File: src/rtl/morse_pkg.sv
// Shared types and constants for the Morse transmit sequencer.
package morse_pkg;
  localparam int PAT_W     = 22;
  localparam int LEN_W     = 5;
  localparam int MAX_CHARS = 12;

  typedef enum logic [1:0] {IDLE, SEND, GAP, DONE} state_t;

  typedef struct packed {
    logic [LEN_W-1:0] len;
    logic [PAT_W-1:0] pattern;
  } char_t;

  // Lengths beyond the pattern width would index non-existent units.
  function automatic logic [LEN_W-1:0] sat_len(input logic [LEN_W-1:0] len);
    return (len > LEN_W'(PAT_W)) ? LEN_W'(PAT_W) : len;
  endfunction
endpackage

File: src/rtl/morse_tx_sequencer_if.sv
// Character write channel. valid/ready: a character transfers on a rising
// edge where char_valid and char_ready are both high; pattern/len must be
// stable while char_valid is high.
interface morse_tx_sequencer_if;
  import morse_pkg::*;
  logic [PAT_W-1:0] char_pattern;
  logic [LEN_W-1:0] char_len;
  logic             char_valid;
  logic             char_ready;

  modport master (output char_pattern, output char_len, output char_valid, input char_ready);
  modport slave  (input char_pattern, input char_len, input char_valid, output char_ready);
endinterface

File: src/rtl/morse_unit_timer.sv
// Unit-rate prescaler: unit_tick marks the last clock of each Morse unit.
module morse_unit_timer #(
  parameter int DIV_UNIT = 4
) (
  input  logic clk,
  input  logic rst,
  input  logic clear,
  output logic unit_tick
);
  localparam int CW = (DIV_UNIT > 1) ? $clog2(DIV_UNIT) : 1;
  localparam logic [CW-1:0] LAST = CW'(DIV_UNIT - 1);

  logic [CW-1:0] cnt;

  assign unit_tick = (cnt == LAST);

  always_ff @(posedge clk) begin
    if (rst || clear) cnt <= '0;
    else if (unit_tick) cnt <= '0;
    else cnt <= cnt + 1'b1;
  end
endmodule

File: src/rtl/morse_tx_sequencer.sv
// Buffers encoded Morse characters and serialises them on salida, one unit
// per DIV_UNIT clocks, with GAP_UNITS zero units after each character.
module morse_tx_sequencer
  import morse_pkg::*;
#(
  parameter int MAX_CHARS = morse_pkg::MAX_CHARS,
  parameter int DIV_UNIT  = 4,
  parameter int GAP_UNITS = 3
) (
  input  logic                  CLK,
  input  logic                  RST,
  morse_tx_sequencer_if.slave   bus,
  input  logic                  clear,
  input  logic                  Start,
  output logic                  salida,
  output logic                  busy,
  output logic                  done,
  output logic [3:0]            count,
  output state_t                state
);
  localparam logic [3:0] MAX_C = 4'(MAX_CHARS);
  localparam int GW = (GAP_UNITS > 1) ? $clog2(GAP_UNITS) : 1;
  localparam logic [GW-1:0] GAP_LAST = GW'(GAP_UNITS - 1);

  state_t           state_next;
  char_t            slots [MAX_CHARS];
  char_t            cur;
  logic [3:0]       idx;
  logic [3:0]       idx_inc;
  logic [LEN_W-1:0] bit_idx;
  logic [GW-1:0]    gap_cnt;
  logic             tick;
  logic             start_go;
  logic             wr;

  assign cur            = slots[idx];
  assign idx_inc        = idx + 4'd1;
  assign start_go       = Start && (count != 4'd0);
  assign bus.char_ready = (state == IDLE) && (count < MAX_C);
  // clear outranks Start, which outranks a write, when they coincide.
  assign wr             = bus.char_valid && bus.char_ready && !clear && !start_go;
  assign busy           = (state == SEND) || (state == GAP);
  assign done           = (state == DONE);
  assign salida         = (state == SEND) && cur.pattern[bit_idx];

  // Restarting on every state change keeps each state's first unit full length.
  morse_unit_timer #(.DIV_UNIT(DIV_UNIT)) u_timer (
    .clk       (CLK),
    .rst       (RST),
    .clear     (state_next != state),
    .unit_tick (tick)
  );

  always_comb begin
    state_next = state;
    case (state)
      IDLE: if (!clear && start_go) state_next = (slots[0].len == '0) ? GAP : SEND;
      SEND: if (tick && (bit_idx == cur.len - 1'b1)) state_next = GAP;
      GAP: begin
        if (tick && (gap_cnt == GAP_LAST)) begin
          if (idx == count - 4'd1) state_next = DONE;
          else state_next = (slots[idx_inc].len == '0) ? GAP : SEND;
        end
      end
      DONE:    state_next = IDLE;
      default: state_next = IDLE;
    endcase
  end

  always_ff @(posedge CLK) begin
    if (RST) begin
      state   <= IDLE;
      count   <= '0;
      idx     <= '0;
      bit_idx <= '0;
      gap_cnt <= '0;
    end else begin
      state <= state_next;
      case (state)
        IDLE: begin
          idx     <= '0;
          bit_idx <= '0;
          gap_cnt <= '0;
          if (clear) count <= '0;
          else if (wr) count <= count + 4'd1;
        end
        SEND: if (tick) bit_idx <= (state_next == SEND) ? bit_idx + 1'b1 : '0;
        GAP: begin
          if (tick) begin
            if (gap_cnt == GAP_LAST) begin
              gap_cnt <= '0;
              idx     <= idx_inc;
            end else begin
              gap_cnt <= gap_cnt + 1'b1;
            end
          end
        end
        DONE: begin
          count <= '0;
          idx   <= '0;
        end
        default: ;
      endcase
    end
  end

  always_ff @(posedge CLK) begin
    if (wr) slots[count] <= '{len: sat_len(bus.char_len), pattern: bus.char_pattern};
  end
endmodule
File: src/flat_wrapper.sv
// flat-port wrapper written by rule: the top's interface ports become plain ports
module morse_tx_sequencer_flat import morse_pkg::*;
#(
  parameter int MAX_CHARS = morse_pkg::MAX_CHARS,
  parameter int DIV_UNIT  = 4,
  parameter int GAP_UNITS = 3
)
  (CLK, RST, clear, Start, salida, busy, done, count, state, bus_char_pattern, bus_char_len, bus_char_valid, bus_char_ready);
  morse_tx_sequencer_if bus_i ();
  input  logic CLK;
  input  logic RST;
  input  logic clear;
  input  logic Start;
  output logic salida;
  output logic busy;
  output logic done;
  output logic [3:0] count;
  output state_t state;
  input wire logic [$bits(bus_i.char_pattern)-1:0] bus_char_pattern;
  input wire logic [$bits(bus_i.char_len)-1:0] bus_char_len;
  input wire logic [$bits(bus_i.char_valid)-1:0] bus_char_valid;
  output wire logic [$bits(bus_i.char_ready)-1:0] bus_char_ready;
  assign bus_i.char_pattern = bus_char_pattern;
  assign bus_i.char_len = bus_char_len;
  assign bus_i.char_valid = bus_char_valid;
  assign bus_char_ready = bus_i.char_ready;
  morse_tx_sequencer #(.MAX_CHARS(MAX_CHARS), .DIV_UNIT(DIV_UNIT), .GAP_UNITS(GAP_UNITS)) u_core (.CLK(CLK), .RST(RST), .bus(bus_i), .clear(clear), .Start(Start), .salida(salida), .busy(busy), .done(done), .count(count), .state(state));
endmodule
File: config.mk
export PLATFORM = sky130hd
export DESIGN_NAME = morse_tx_sequencer_flat
export DESIGN_NICKNAME = d
export VERILOG_FILES = /design/src/rtl/morse_pkg.sv /design/src/rtl/morse_tx_sequencer_if.sv /design/src/rtl/morse_unit_timer.sv /design/src/rtl/morse_tx_sequencer.sv /design/src/flat_wrapper.sv
export SDC_FILE = /design/constraint.sdc
export NUM_CORES = 1
export LEC_CHECK = 0
export BUFFER_PORTS_ARGS = -buffer_cell sky130_fd_sc_hd__buf_2
export CAP_MARGIN = 5
export CORE_MARGIN = 4
export CORE_UTILIZATION = 50
export DETAILED_ROUTE_END_ITERATION = 10
export HOLD_SLACK_MARGIN = 0.12
export PLACE_DENSITY = 0.66
export RECOVER_POWER = 25
export SYNTH_ARGS = -nofsm -noshare
export SYNTH_HDL_FRONTEND = slang
export SYNTH_SLANG_ARGS = --single-unit
File: constraint.sdc
create_clock -name CLK -period 3.7 [get_ports CLK]
set_input_delay 0.74 -clock CLK [delete_from_list [all_inputs] [get_ports CLK]]
set_output_delay 0.74 -clock CLK [all_outputs]
set_load 0.05 [all_outputs]
## Word level (Yosys, flattened, before mapping)

Memory sizes are Yosys's and may differ from the RTL's. A register that Yosys moved wholly into a read port is not among the register bits.
Index checks and enable logic that the tools add are counted.

- Equality and inequality tests: 13
- Order comparisons: 3
- Reductions and logical operators: 27
- Muxes and demuxes: 26
- $add $sub $neg: 7

Operators by type and width:

| kind | number |
|---|---|
| 4-bit 2-to-1 mux | 6 |
| 2-bit 2-to-1 mux | 8 |
| 4-bit one-hot mux with 2 select lines | 2 |
| 5-bit 2-to-1 mux | 3 |
| 5-bit logical NOT | 2 |
| 5-bit one-hot mux with 2 select lines | 1 |
| 1-bit logical AND | 9 |
| 4-bit by 1-bit adder with 4-bit output, second input constant | 2 |
| 2-bit equality test, second input constant | 4 |
| 2-bit one-hot mux with 4 select lines | 1 |
| 2-bit nonzero test | 4 |
| 5-bit by 6-bit less-than comparator with 1-bit output, second input constant | 1 |
| 2-bit AND reduction | 3 |
| 5-bit by 1-bit adder with 5-bit output, second input constant | 1 |
| 1-bit binary-select mux with 5-bit select | 1 |
| 5-bit equality test | 1 |
| 5-bit > comparator, second input constant | 1 |
| 5-bit by 1-bit subtractor with 5-bit output, second input constant | 1 |
| 2-bit by 1-bit adder with 2-bit output, second input constant | 2 |
| 2-bit by 1-bit equality test with 1-bit output, second input constant | 2 |
| 4-bit equality test | 1 |
| 4-bit less-than comparator, second input constant | 1 |
| 2-bit by 1-bit inequality test with 1-bit output, second input constant | 2 |
| 2-bit one-hot mux with 2 select lines | 1 |
| other kinds (11) | 16 |

- Bits in registers: 19
- Logic and storage cells: 83
- Memories kept: 1
- Bits in writable memories: 324

Memories:

| memory | depth | bits a word | rd ports | clocked after Yosys merged registers in | wr ports | RTL line | RTL |
|---|---|---|---|---|---|---|---|
| u_core.slots | 12 | 27 | 3 | 1 | 1 | morse_tx_sequencer.sv:26 | `char_t slots [MAX_CHARS];` |

## Longest topological paths before layout

Gate-level depths: netlist (run 1).
An unclocked memory read counts as a cell.

- Word-level depth: 11
- Mapped depth: 15

## Hierarchy

A second synthesis (run 1) with hierarchy kept.

- Cell total of the unflattened synthesis: 752
- Area total of the unflattened synthesis: 14281.2 um2

Modules (own cells, without submodules):

| module | cells each | times used | area each (um2) | seq. area each (um2) |
|---|---|---|---|---|
| morse_tx_sequencer | 747 | 1 | 14201.1 | 10149.7 |
| morse_unit_timer | 5 | 1 | 80.1 | 40.0 |

## Worst setup path before layout (run 1)

Ideal clock, no wire load.

- Path type: reg-to-output
- Start: reg with a tool-made name
- End: out salida
- Slack: -0.892 ns
- Arrival: 3.852 ns
- Path buffers: 5
- Stages on the path, launching flop included: 13
- Cells stage by stage: dfxtp_1 > buf_6 > buf_4 > buf_4 > clkbuf_1 > clkbuf_1 > mux4_2 > nand2_1 > a311oi_1 > a21oi_1 > nor2_1 > a311oi_1 > o41ai_1

RTL lines:

| what | RTL line | RTL |
|---|---|---|
| to (decl) | flat_wrapper.sv:14 | `output logic salida;` |

==> key figures, run 1 <==
Outcome
  • Outcome: finished, violations left
  • Failing checks: setup timing

Placed design
  • GP Congestion: 0.850
  • DP Worst Slack: -0.0178 ns
  • HPWL Detailed: 18600 um
  • Placed cells: 1178
  • # port buffers: 41

Yosys
  • Post-Syn Instances: 759
  • Ys Warns: 0
  • Async set-reset flop share out of synthesis: 0%
  • Leading area contributor after synthesis: edfxtp_1
  • Post-synth EDFFs: 324
  • Synthesized Nets: 803
  • Top post-synthesis cells by area: edfxtp_1, mux4_2, dfxtp_1, mux2i_1, ha_1
  • Register area share after synthesis: 71.2%
  • Mapped Avg Cell Area: 18.8 um2
  • Synth Register Bits: 347
  • Cell Area, Synth: 0.0143 mm2
  • Synth top area share: 68.0%
  • Library cells used by synthesis: 63
  • Dominant register cell in the synthesized netlist: edfxtp_1

Clock tree
  • TritonCTS clock tree: yes
  • CTS H-tree depth: 2
  • Max Root-Sink Buffers: 3
  • Clock sinks: 347
  • Reg clk slew, reported paths: 0.06 ns
  • Clock Latency Late Sink: 0.52 ns
  • Hold buffers post-CTS: 0
  • TritonCTS Buffers: 37
  • Root Driver: clkbuf_16

Die
  • Die Footprint: 0.0314 mm2
  • Initial core utilization: 51.1%
  • Die extent in y: 177 um
  • Core Area: 0.0280 mm2
  • Row count: 61
  • I/O pin count: 42
  • Die X: 177 um

Cells and area
  • Area Overhead vs Synth: 17.1%
  • Final std cells w/o fill: 1268
  • Share of layout cells above drive strength 1: 29.8%
  • Most common cell after layout, fill and taps aside: edfxtp_1
  • Area of the multi-input gates: 0.00402 mm2
  • Antenna diode count: 0
  • Filler cells: 2043
  • Commonest cells after routing, fill and taps aside: edfxtp_1, mux4_2, buf_4
  • Fin nets: 906
  • Sequential cell area: 0.0102 mm2

GRT
  • Grt ovf: 0
  • First-pass GRT wire length: 47900 um
  • Initial antenna violation count: 1
  • Total GRT Usage: 20.3%
  • Vias in the first global route: 8118
  • Largest net degree at the start of global routing: 31

Worst setup path
  • R2r endpoint: u_core.bit_idx[2]$_SDFFE_PP0P_
  • Critical path arrival: 3.29 ns
  • Worst EP required: 2.96 ns
  • Flop-to-flop setup slack: -0.25 ns
  • Crit Path Max Fanout: 5
  • Worst setup EP type: primary output
  • Setup CP Type: flip-flop to primary output
  • R2R cell count: 17
  • Startpoint Class: flip-flop

Detailed routing
  • Mean routed wirelength per cell: 24.8 um
  • ANT nets after route: 0
  • Drt drc: 0
  • Vias per cell: 6.07
  • Via count: 7703
  • Initial DRC count: 666
  • Total Routed Length: 31400 um
  • Drt pass-1 iters: 5

Worst hold path
  • Hold WC Path Type: flip-flop to flip-flop
  • WHS Path Cells: 1
  • Min-Delay Endpoint: u_core.u_timer.cnt[0]$_SDFF_PP0_
  • HP Start: u_core.u_timer.cnt[0]$_SDFF_PP0_

Timing
  • Final hold slack: 0.457 ns
  • Fin. max-slew vios: 0
  • Unrepaired setup endpoints after global routing: true
  • Final setup vio count: 9
  • Fin crit period: 4.03 ns
  • Final Hold Fails: 0
  • Clk_skew: 0.0107 ns
  • Final period util: 109%
  • Relative slew slack: 36.4%
  • Max Clock Freq: 0.248 GHz
  • Worst setup margin: -0.327 ns
  • Slew @ Worst Pin: 0.951 ns

Power and ir drop
  • Pwr per Cell Area: 522 mW/mm2
  • Leakage power: 5.27 nW
  • IR Drop Worst-Case VDD: 0.356 mV

Job
  • Max cap viols: 0
timing repair:
| item | 4_1_cts | 5_1_grt |
|---|---|---|
| resized for setup | 20 | 22 |
| pin swaps | 9 | 18 |
| endpoints found under the setup margin | 2 | 10 |
| gates cloned | 2 | 0 |
| setup buffers | 17 | 4 |
synth_stat cells (all sizes together), types with 2 or more instances:
master,instances
and3,2
a22o,2
clkbuf,25
o21ai,11
o41ai,4
nor4,8
nor2,39
a21o,4
ha,12
a311o,2
nor4b,6
nand2b,3
a211oi,8
a31oi,3
a221oi,4
a311oi,5
inv,14
or3b,3
mux2,6
edfxtp,324
a22oi,3
buf,15
and2,12
nor3,8
or4,2
xor2,3
nor2b,7
nand2,25
mux4,90
nor3b,7
dfxtp,23
mux2i,16
a21oi,19
or3,6
o211ai,3
a21boi,2
nand3,7
xnor2,11
nand3b,2
critical path: stages, from the launching register on:
cell and delay (ns):
dfxtp_4 0.43, buf_12 0.13, buf_16 0.11, mux4_2 0.48
mux4_2 0.47, mux2i_1 0.19, nor2_1 0.10, a21oi_4 0.19
nor2_4 0.06, a211oi_2 0.21, buf_4 0.15, o41ai_4 0.07
buf_6 0.18
kinds of logic (layout without fill, tap and decap cells):
kind of cell,count (synthesis),in the layout,synth area share (%)
xor+xnor,14,14,0.857
mux,112,112,15.8
simple gates,142,142,5.37
compound gates,78,78,3.90
buf+inv,54,185,1.74
flops,347,347,71.2
fa+ha+maj,12,12,1.05
registers in the layout, summed over array words and instances, names as in the netlist, named ones only:
register and flops:
u_core.gap_cnt 2, u_core.u_timer.cnt 2, u_core.bit_idx 5, u_core.state 2
u_core.slots 324, u_core.count 4, u_core.idx 4
worst max path at each step:
stage,start,cells after the start,to,slack (ns)
after detailed placement,flip-flop,11,salida,-0.02
after CTS,flip-flop,12,salida,-0.35
after floorplan,flip-flop,9,salida,0.03
final,flip-flop,12,salida,-0.33
after global placement,flip-flop,11,salida,0.04
after global routing,flip-flop,17,u_core.bit_idx[2]$_SDFFE_PP0P_,-0.43
per-layer routing:
metal	vias up	wire (um)	GRT usage, %
met2	264	15900	34.1
met5	-	8	0
li1	3328	-	-
met1	4062	13000	28.2
met4	2	667	5.48
met3	47	1820	3.10
cell type report:
type	instances	area share, %
multi-input combinational	358	24.0
clock inverter	22	1.07
sequential	347	60.9
inverter	14	0.314
clock buffer	45	5.71
tap	378	2.82
timing repair buffer	104	5.16
per-stage QoR:
| step | instance area, um2 | util, % | total power, mW | TNS (ns) |
|---|---|---|---|---|
| finish | 16700 | 59.8 | 8.74 | -1.93 |
| global route | 16700 | 59.8 | 9.06 | -3.49 |
| CTS | 16600 | 59.3 | 8.77 | -0.680 |
| detailed placement | 15200 | 54.4 | 5.29 | -0.0325 |
| global placement | 15200 | 54.4 | 5.25 | 0 |
| floorplan | 14300 | - | 5.04 | 0 |
power breakdown:
part / total [mW] / leakage (nW) / switching (mW) / internal, mW
combinational: 0.849 / 1.61 / 0.536 / 0.314
sequential: 4.45 / 3.11 / 0.0532 / 4.40
clock: 3.44 / 0.558 / 1.45 / 1.99
total: 8.74 / 5.27 / 2.03 / 6.70
No activity file was read; power rests on OpenSTA's default activity.
==> inputs of run 2 (changes only) <==
==> constraint.sdc (replaced) <==
create_clock -name CLK -period 3.7 [get_ports CLK]
set_input_delay 0.555 -clock CLK [delete_from_list [all_inputs] [get_ports CLK]]
set_output_delay 0.555 -clock CLK [all_outputs]
set_load 0.05 [all_outputs]
==> run 2 against run 1 <==
Critical path depth shrank 1. Highest routed layer is now met4. Flip-flop and latch count is the same. Register-to-register slack gained 0.30 ns. Clock skew shrank 0.0018 ns. Maximum frequency grew 5.5%. The flow still finishes with violations (setup timing). Via count shrank 0.74%. Clock power grew 3%. Setup slack gained 0.21 ns. Largest power group unchanged. Non-clock buffer count shrank 15.
==> key figures, run 2 (same netlist as run 1, synthesis figures left out) <==
Clock tree
  • TritonCTS Buffers: 37 (unchanged)
  • CTS H-tree depth: 2 (unchanged)
  • Root Driver: clkbuf_16
  • Clock Latency Late Sink: 0.51 ns (about the same)
  • Reg clk slew, reported paths: 0.06 ns (about the same)
  • Clock sinks: 347 (unchanged)
  • Hold buffers post-CTS: 0 (unchanged)
  • TritonCTS clock tree: yes
  • Max Root-Sink Buffers: 3 (unchanged)

Detailed routing
  • Vias per cell: 6.11 (+0.61%)
  • Drt pass-1 iters: 6 (+1)
  • Mean routed wirelength per cell: 25.8 um (+4.2%)
  • Total Routed Length: 32300 um (+2.8%)
  • Initial DRC count: 751 (+13%)
  • Drt drc: 0 (unchanged)
  • ANT nets after route: 0 (unchanged)
  • Via count: 7646 (-0.74%)

Cells and area
  • Commonest cells after routing, fill and taps aside: edfxtp_1, mux4_2, clkbuf_16
  • Top reg by flops: u_core.slots
  • Antenna diode count: 0 (unchanged)
  • Design Area, Final: 0.0167 mm2 (-0.37%)
  • Max reg flops: 324 (unchanged)
  • Area Overhead vs Synth: 16.6%
  • Share of layout cells above drive strength 1: 29.1% (-0.68 points)
  • Largest regs: u_core.slots (324), u_core.bit_idx (5)
  • Fin nets: 891 (-1.7%)
  • Util after Layout: 59.6% (-0.22 points)
  • Most common cell after layout, fill and taps aside: edfxtp_1
  • Final std cells w/o fill: 1251 (-1.3%)

Timing
  • Max Clock Freq: 0.262 GHz (+5.5%)
  • Final hold slack: 0.386 ns (-0.0710 ns)
  • Worst setup margin: -0.115 ns (+0.211 ns)
  • Final Hold Fails: 0 (unchanged)
  • Clk_skew: 0.00891 ns (-0.00177 ns)
  • Unrepaired setup endpoints after global routing: true
  • Setup TNS: -0.115 ns (+1.82 ns)
  • Slew @ Worst Pin: 0.682 ns (-0.269 ns)
  • Fin. max-slew vios: 0 (unchanged)
  • Final setup vio count: 1 (-8)
  • Final period util: 103% (-5.7 points)
  • Fin crit period: 3.82 ns (-0.211 ns)
  • Relative slew slack: 54.4% (+18 points)

Placed design
  • GP Congestion: 0.865 (+1.7%)
  • Cell Area, Placed: 0.0151 mm2 (-0.90%)
  • HPWL Detailed: 18200 um (-2.2%)
  • # port buffers: 41 (unchanged)
  • Placed cells: 1168 (-0.85%)

Die
  • Die Footprint: 0.0314 mm2 (unchanged)
  • Core Area: 0.0280 mm2 (unchanged)
  • Row count: 61 (unchanged)
  • Die extent in y: 177 um (unchanged)
  • I/O pin count: 42 (unchanged)
  • Die X: 177 um (unchanged)
  • Initial core utilization: 51.1% (unchanged)

Worst hold path
  • Hold WC Path Type: primary input to flip-flop
  • HP Start: bus_char_pattern[0]

GRT
  • Grt ovf: 0 (unchanged)
  • First-pass GRT wire length: 49500 um (+3.2%)
  • Total GRT Usage: 21.1% (+0.83 points)
  • Initial antenna violation count: 0 (-1)
  • Vias in the first global route: 8028 (-1.1%)
  • Largest net degree at the start of global routing: 30 (-3.2%)

Power and ir drop
  • IR Drop Worst-Case VDD: 0.460 mV (+29%)
  • Leakage power: 5.22 nW (-0.94%)
  • Pwr per Cell Area: 527 mW/mm2 (+0.94%)

Worst setup path
  • CP Capture Point: salida
  • R2r endpoint: u_core.bit_idx[3]$_SDFFE_PP0P_
  • Startpoint Class: flip-flop
  • Crit Path Max Fanout: 5 (unchanged)
  • R2R cell count: 16 (-1)
  • Flop-to-flop setup slack: 0.05 ns (+0.30 ns)
  • Worst EP required: 3.14 ns (+0.18 ns)
  • Setup CP Type: flip-flop to primary output
  • Worst setup EP type: primary output
  • Critical path arrival: 3.26 ns (-0.03 ns)

Outcome
  • Outcome: finished, violations left
  • Failing checks: setup timing

Job
  • Max cap viols: 0 (unchanged)
==> run 2: cell types whose count changed in the layout (fill, tap and decap cells not counted), sizes merged <==
cell | previous run | this run
buf | 87 | 68
clkinv | 19 | 15
bufbuf | 0 | 2
clkinvlp | 0 | 2
bufinv | 2 | 3
clkbuf | 62 | 63
==> run 2: routing by layer <==
layer	vias up	wire length [um]	global-route usage [%]	share of wire, %
met5	-	0	0	0
met1	3976	13200	29.4	41
met4	0	795	6.48	2.5
met3	55	2290	3.46	7.1
li1	3292	-	-	-
met2	323	16000	34.8	49
==> run 2: power breakdown <==
part / internal, mW / total [mW] / switching [mW] / leakage (nW)
registers: 4.40 / 4.45 / 0.0493 / 3.11
logic: 0.276 / 0.791 / 0.514 / 1.54
clock network: 2.10 / 3.55 / 1.45 / 0.573
total: 6.77 / 8.79 / 2.02 / 5.22
==> run 2: what timing repair did <==
action | in CTS | in global routing
pin swaps | 3 | 14
gates resized for setup | 15 | 25
setup endpoints to repair | 1 | 9
cloned | 5 | 2
setup buffers | 5 | 7
==> run 2: worst min-delay path by stage <==
| stage | to | cells after the start |
|---|---|---|
| 2_1_floorplan | u_core.u_timer.cnt[0]$_SDFF_PP0_ | 1 |
| 3_3_place_gp | u_core.u_timer.cnt[0]$_SDFF_PP0_ | 1 |
| 3_5_place_dp | u_core.u_timer.cnt[0]$_SDFF_PP0_ | 1 |
| 4_1_cts | u_core.slots[7][11]$_DFFE_PP_ | 1 |
| 5_1_grt | u_core.slots[5][5]$_DFFE_PP_ | 1 |
| 6_report | u_core.slots[11][0]$_DFFE_PP_ | 1 |
==> run 2: area by class of cell <==
class                   instances  area [um2]
flip-flops and latches        347       10200
multi-input cells             358        3990
clock buffers                  44         973
repair buffers                 89         801
well taps                     378         473
clock inverters                21         198
fillers                      2048       11300
inverters                      14        52.6
==> run 2: metrics by stage <==
step                total power [mW]  setup WS (ns)
finish                          8.79         -0.115
global route                    9.13         -0.249
CTS                             8.84         -0.160
detailed placement              5.29         0.0392
global placement                5.25          0.126
floorplan                       5.04          0.121
==> run 2: critical path: stages (launching register included) <==
cell and delay, ns:
dfxtp_4 0.39, buf_6 0.14, buf_12 0.14, mux4_2 0.49
mux4_2 0.51, nor2_2 0.12, a311oi_2 0.06, a21oi_1 0.15
nor2_1 0.08, a311oi_2 0.35, o41ai_4 0.15, buf_6 0.18
==> inputs of run 3 (changes only) <==
--- a/config.mk
+++ b/config.mk
@@ -9,10 +9,12 @@
 export CAP_MARGIN = 5
 export CORE_MARGIN = 4
 export CORE_UTILIZATION = 50
+export CTS_CLUSTER_SIZE = 8
 export DETAILED_ROUTE_END_ITERATION = 10
 export HOLD_SLACK_MARGIN = 0.12
 export PLACE_DENSITY = 0.66
 export RECOVER_POWER = 25
+export SETUP_SLACK_MARGIN = 0.05
 export SYNTH_ARGS = -nofsm -noshare
 export SYNTH_HDL_FRONTEND = slang
 export SYNTH_SLANG_ARGS = --single-unit
==> run 3 against run 2 <==
The flow still finishes with violations (setup timing). Maximum frequency shrank 0.59%. Clock skew grew 0.0071 ns. Clock-buffer cell count grew 25. Highest routed layer is now met5.
==> key figures, run 3 (same netlist as run 1, synthesis figures left out) <==
GRT
  • Largest net degree at the start of global routing: 30 (unchanged)
  • Grt ovf: 0 (unchanged)
  • First-pass GRT wire length: 49700 um (+0.52%)
  • Vias in the first global route: 8048 (+0.25%)
  • Total GRT Usage: 21.2% (+0.12 points)
  • Initial antenna violation count: 1 (+1)

Worst setup path
  • Critical path arrival: 4.27 ns (+1.01 ns)
  • Worst setup EP type: flip-flop
  • Crit Path Max Fanout: 5 (unchanged)
  • Worst EP required: 4.13 ns (+0.99 ns)
  • Startpoint Class: flip-flop
  • Setup CP Type: flip-flop to flip-flop
  • R2R cell count: 15 (-1)

Power and ir drop
  • Pwr per Cell Area: 547 mW/mm2 (+3.8%)
  • IR Drop Worst-Case VDD: 0.501 mV (+8.8%)
  • Total power: 9.17 mW (+4.4%)
  • Leakage power: 5.27 nW (+0.80%)

Timing
  • Unrepaired setup endpoints after global routing: true
  • Fin. max-slew vios: 0 (unchanged)
  • Clk_skew: 0.0160 ns (+0.00712 ns)
  • Final setup vio count: 7 (+6)
  • Relative slew slack: 53.3% (-1.1 points)
  • Final period util: 104% (+0.61 points)
  • Final Hold Fails: 0 (unchanged)
  • Max Clock Freq: 0.261 GHz (-0.59%)
  • Worst setup margin: -0.138 ns (-0.0227 ns)
  • Fin crit period: 3.84 ns (+0.0227 ns)
  • Slew @ Worst Pin: 0.699 ns (+0.0169 ns)
  • Setup TNS: -0.618 ns (-0.503 ns)

Detailed routing
  • Total Routed Length: 32600 um (+0.93%)
  • Drt drc: 0 (unchanged)
  • ANT nets after route: 0 (unchanged)
  • Via count: 7778 (+1.7%)
  • Mean routed wirelength per cell: 26.0 um (+0.69%)
  • Vias per cell: 6.20 (+1.5%)
  • Initial DRC count: 747 (-0.53%)
  • Drt pass-1 iters: 5 (-1)

Cells and area
  • Sequential cell area: 0.0102 mm2 (unchanged)
  • Filler cells: 2037 (-0.54%)
  • Area Overhead vs Synth: 17.3%
  • Most common cell after layout, fill and taps aside: edfxtp_1
  • Util after Layout: 59.9% (+0.32 points)
  • Max reg flops: 324 (unchanged)
  • Largest regs: u_core.slots (324), u_core.bit_idx (5)
  • Share of layout cells above drive strength 1: 27.7% (-1.4 points)
  • Area of the multi-input gates: 0.00395 mm2 (-0.91%)
  • Commonest cells after routing, fill and taps aside: edfxtp_1, mux4_2, clkbuf_16
  • Fin nets: 900 (+1.0%)
  • Antenna diode count: 0 (unchanged)
  • Top reg by flops: u_core.slots
  • Design Area, Final: 0.0168 mm2 (+0.54%)

Clock tree
  • Root Driver: clkbuf_16
  • Hold buffers post-CTS: 0 (unchanged)
  • CTS H-tree depth: 2 (unchanged)
  • TritonCTS Buffers: 49 (+32%)
  • Clock Latency Late Sink: 0.54 ns (+0.03 ns)
  • TritonCTS clock tree: yes
  • Max Root-Sink Buffers: 3 (unchanged)
  • Reg clk slew, reported paths: 0.06 ns (about the same)
  • Clock sinks: 347 (unchanged)

Worst hold path
  • Hold WC Path Type: primary input to flip-flop
  • WHS Path Cells: 1 (unchanged)

Placed design
  • Cell Area, Placed: 0.0151 mm2 (unchanged)
  • # port buffers: 41 (unchanged)
  • GP Congestion: 0.865 (unchanged)
  • DP Worst Slack: 0.0392 ns (unchanged)
  • HPWL Detailed: 18200 um (unchanged)

Die
  • Initial core utilization: 51.1% (unchanged)
  • Die Footprint: 0.0314 mm2 (unchanged)
  • Core Area: 0.0280 mm2 (unchanged)
  • Die extent in y: 177 um (unchanged)
  • Row count: 61 (unchanged)
  • I/O pin count: 42 (unchanged)
  • Die X: 177 um (unchanged)

Job
  • Max cap viols: 0 (unchanged)

Outcome
  • Outcome: finished, violations left
  • Failing checks: setup timing
[run 3: power by group]
part / switching, mW / internal (mW) / total (mW)
clock: 1.49 / 2.43 / 3.92
combinational: 0.513 / 0.279 / 0.792
sequential: 0.0503 / 4.41 / 4.46
[run 3: layer usage]
| metal | GRT usage [%] | vias up | routed length [um] |
|---|---|---|---|
| met5 | 0 | - | 13 |
| met4 | 6.51 | 2 | 931 |
| met3 | 3.59 | 62 | 2370 |
| met2 | 35.2 | 335 | 16200 |
| met1 | 29.3 | 4071 | 13100 |
| li1 | - | 3308 | - |
[run 3: worst paths after layout]
kind                                    startpoint                               end  slack (ns)
setup reg to reg                         flip-flop    u_core.bit_idx[2]$_SDFFE_PP0P_       -0.14
hold reg to reg   u_core.u_timer.cnt[0]$_SDFF_PP0_  u_core.u_timer.cnt[0]$_SDFF_PP0_        0.44
hold / removal                bus_char_pattern[15]    u_core.slots[10][15]$_DFFE_PP_        0.37
setup / recovery                         flip-flop    u_core.bit_idx[2]$_SDFFE_PP0P_       -0.14
[run 3: stage by stage]
step	hold slack (ns)	std cells
floorplan	0.399	759
global placement	0.410	1168
detailed placement	0.432	1168
CTS	0.322	1250
global route	0.378	1254
finish	0.373	1254
[run 3: cell type report]
cell class,instances,share of cell area [%]
multi-input combinational,358,23.6
inverter,14,0.313
clock inverter,2,0.142
clock buffer,69,7.88
tap,378,2.82
timing repair buffer,86,4.48
sequential,347,60.8
[run 3: what timing repair did]
action                                  in CTS  in global routing
gates resized for setup                     15                 18
pin swaps                                    3                 11
gates cloned                                 5                  0
endpoints found under the setup margin       2                 10
setup buffers                                6                  4
[run 3: critical path, cell delays in order (launching register included)]
cell,delay [ns]
dfxtp_4,0.43
buf_12,0.14
buf_4,0.12
mux4_1,0.52
nor3b_2,0.17
a211oi_2,0.18
ha_2,0.22
xnor2_1,0.08
and2_1,0.18
or3_1,0.33
a311o_1,0.36
nor4_1,0.25
nand3_1,0.16
a21oi_4,0.23
nor4_1,0.08
o31a_1,0.25
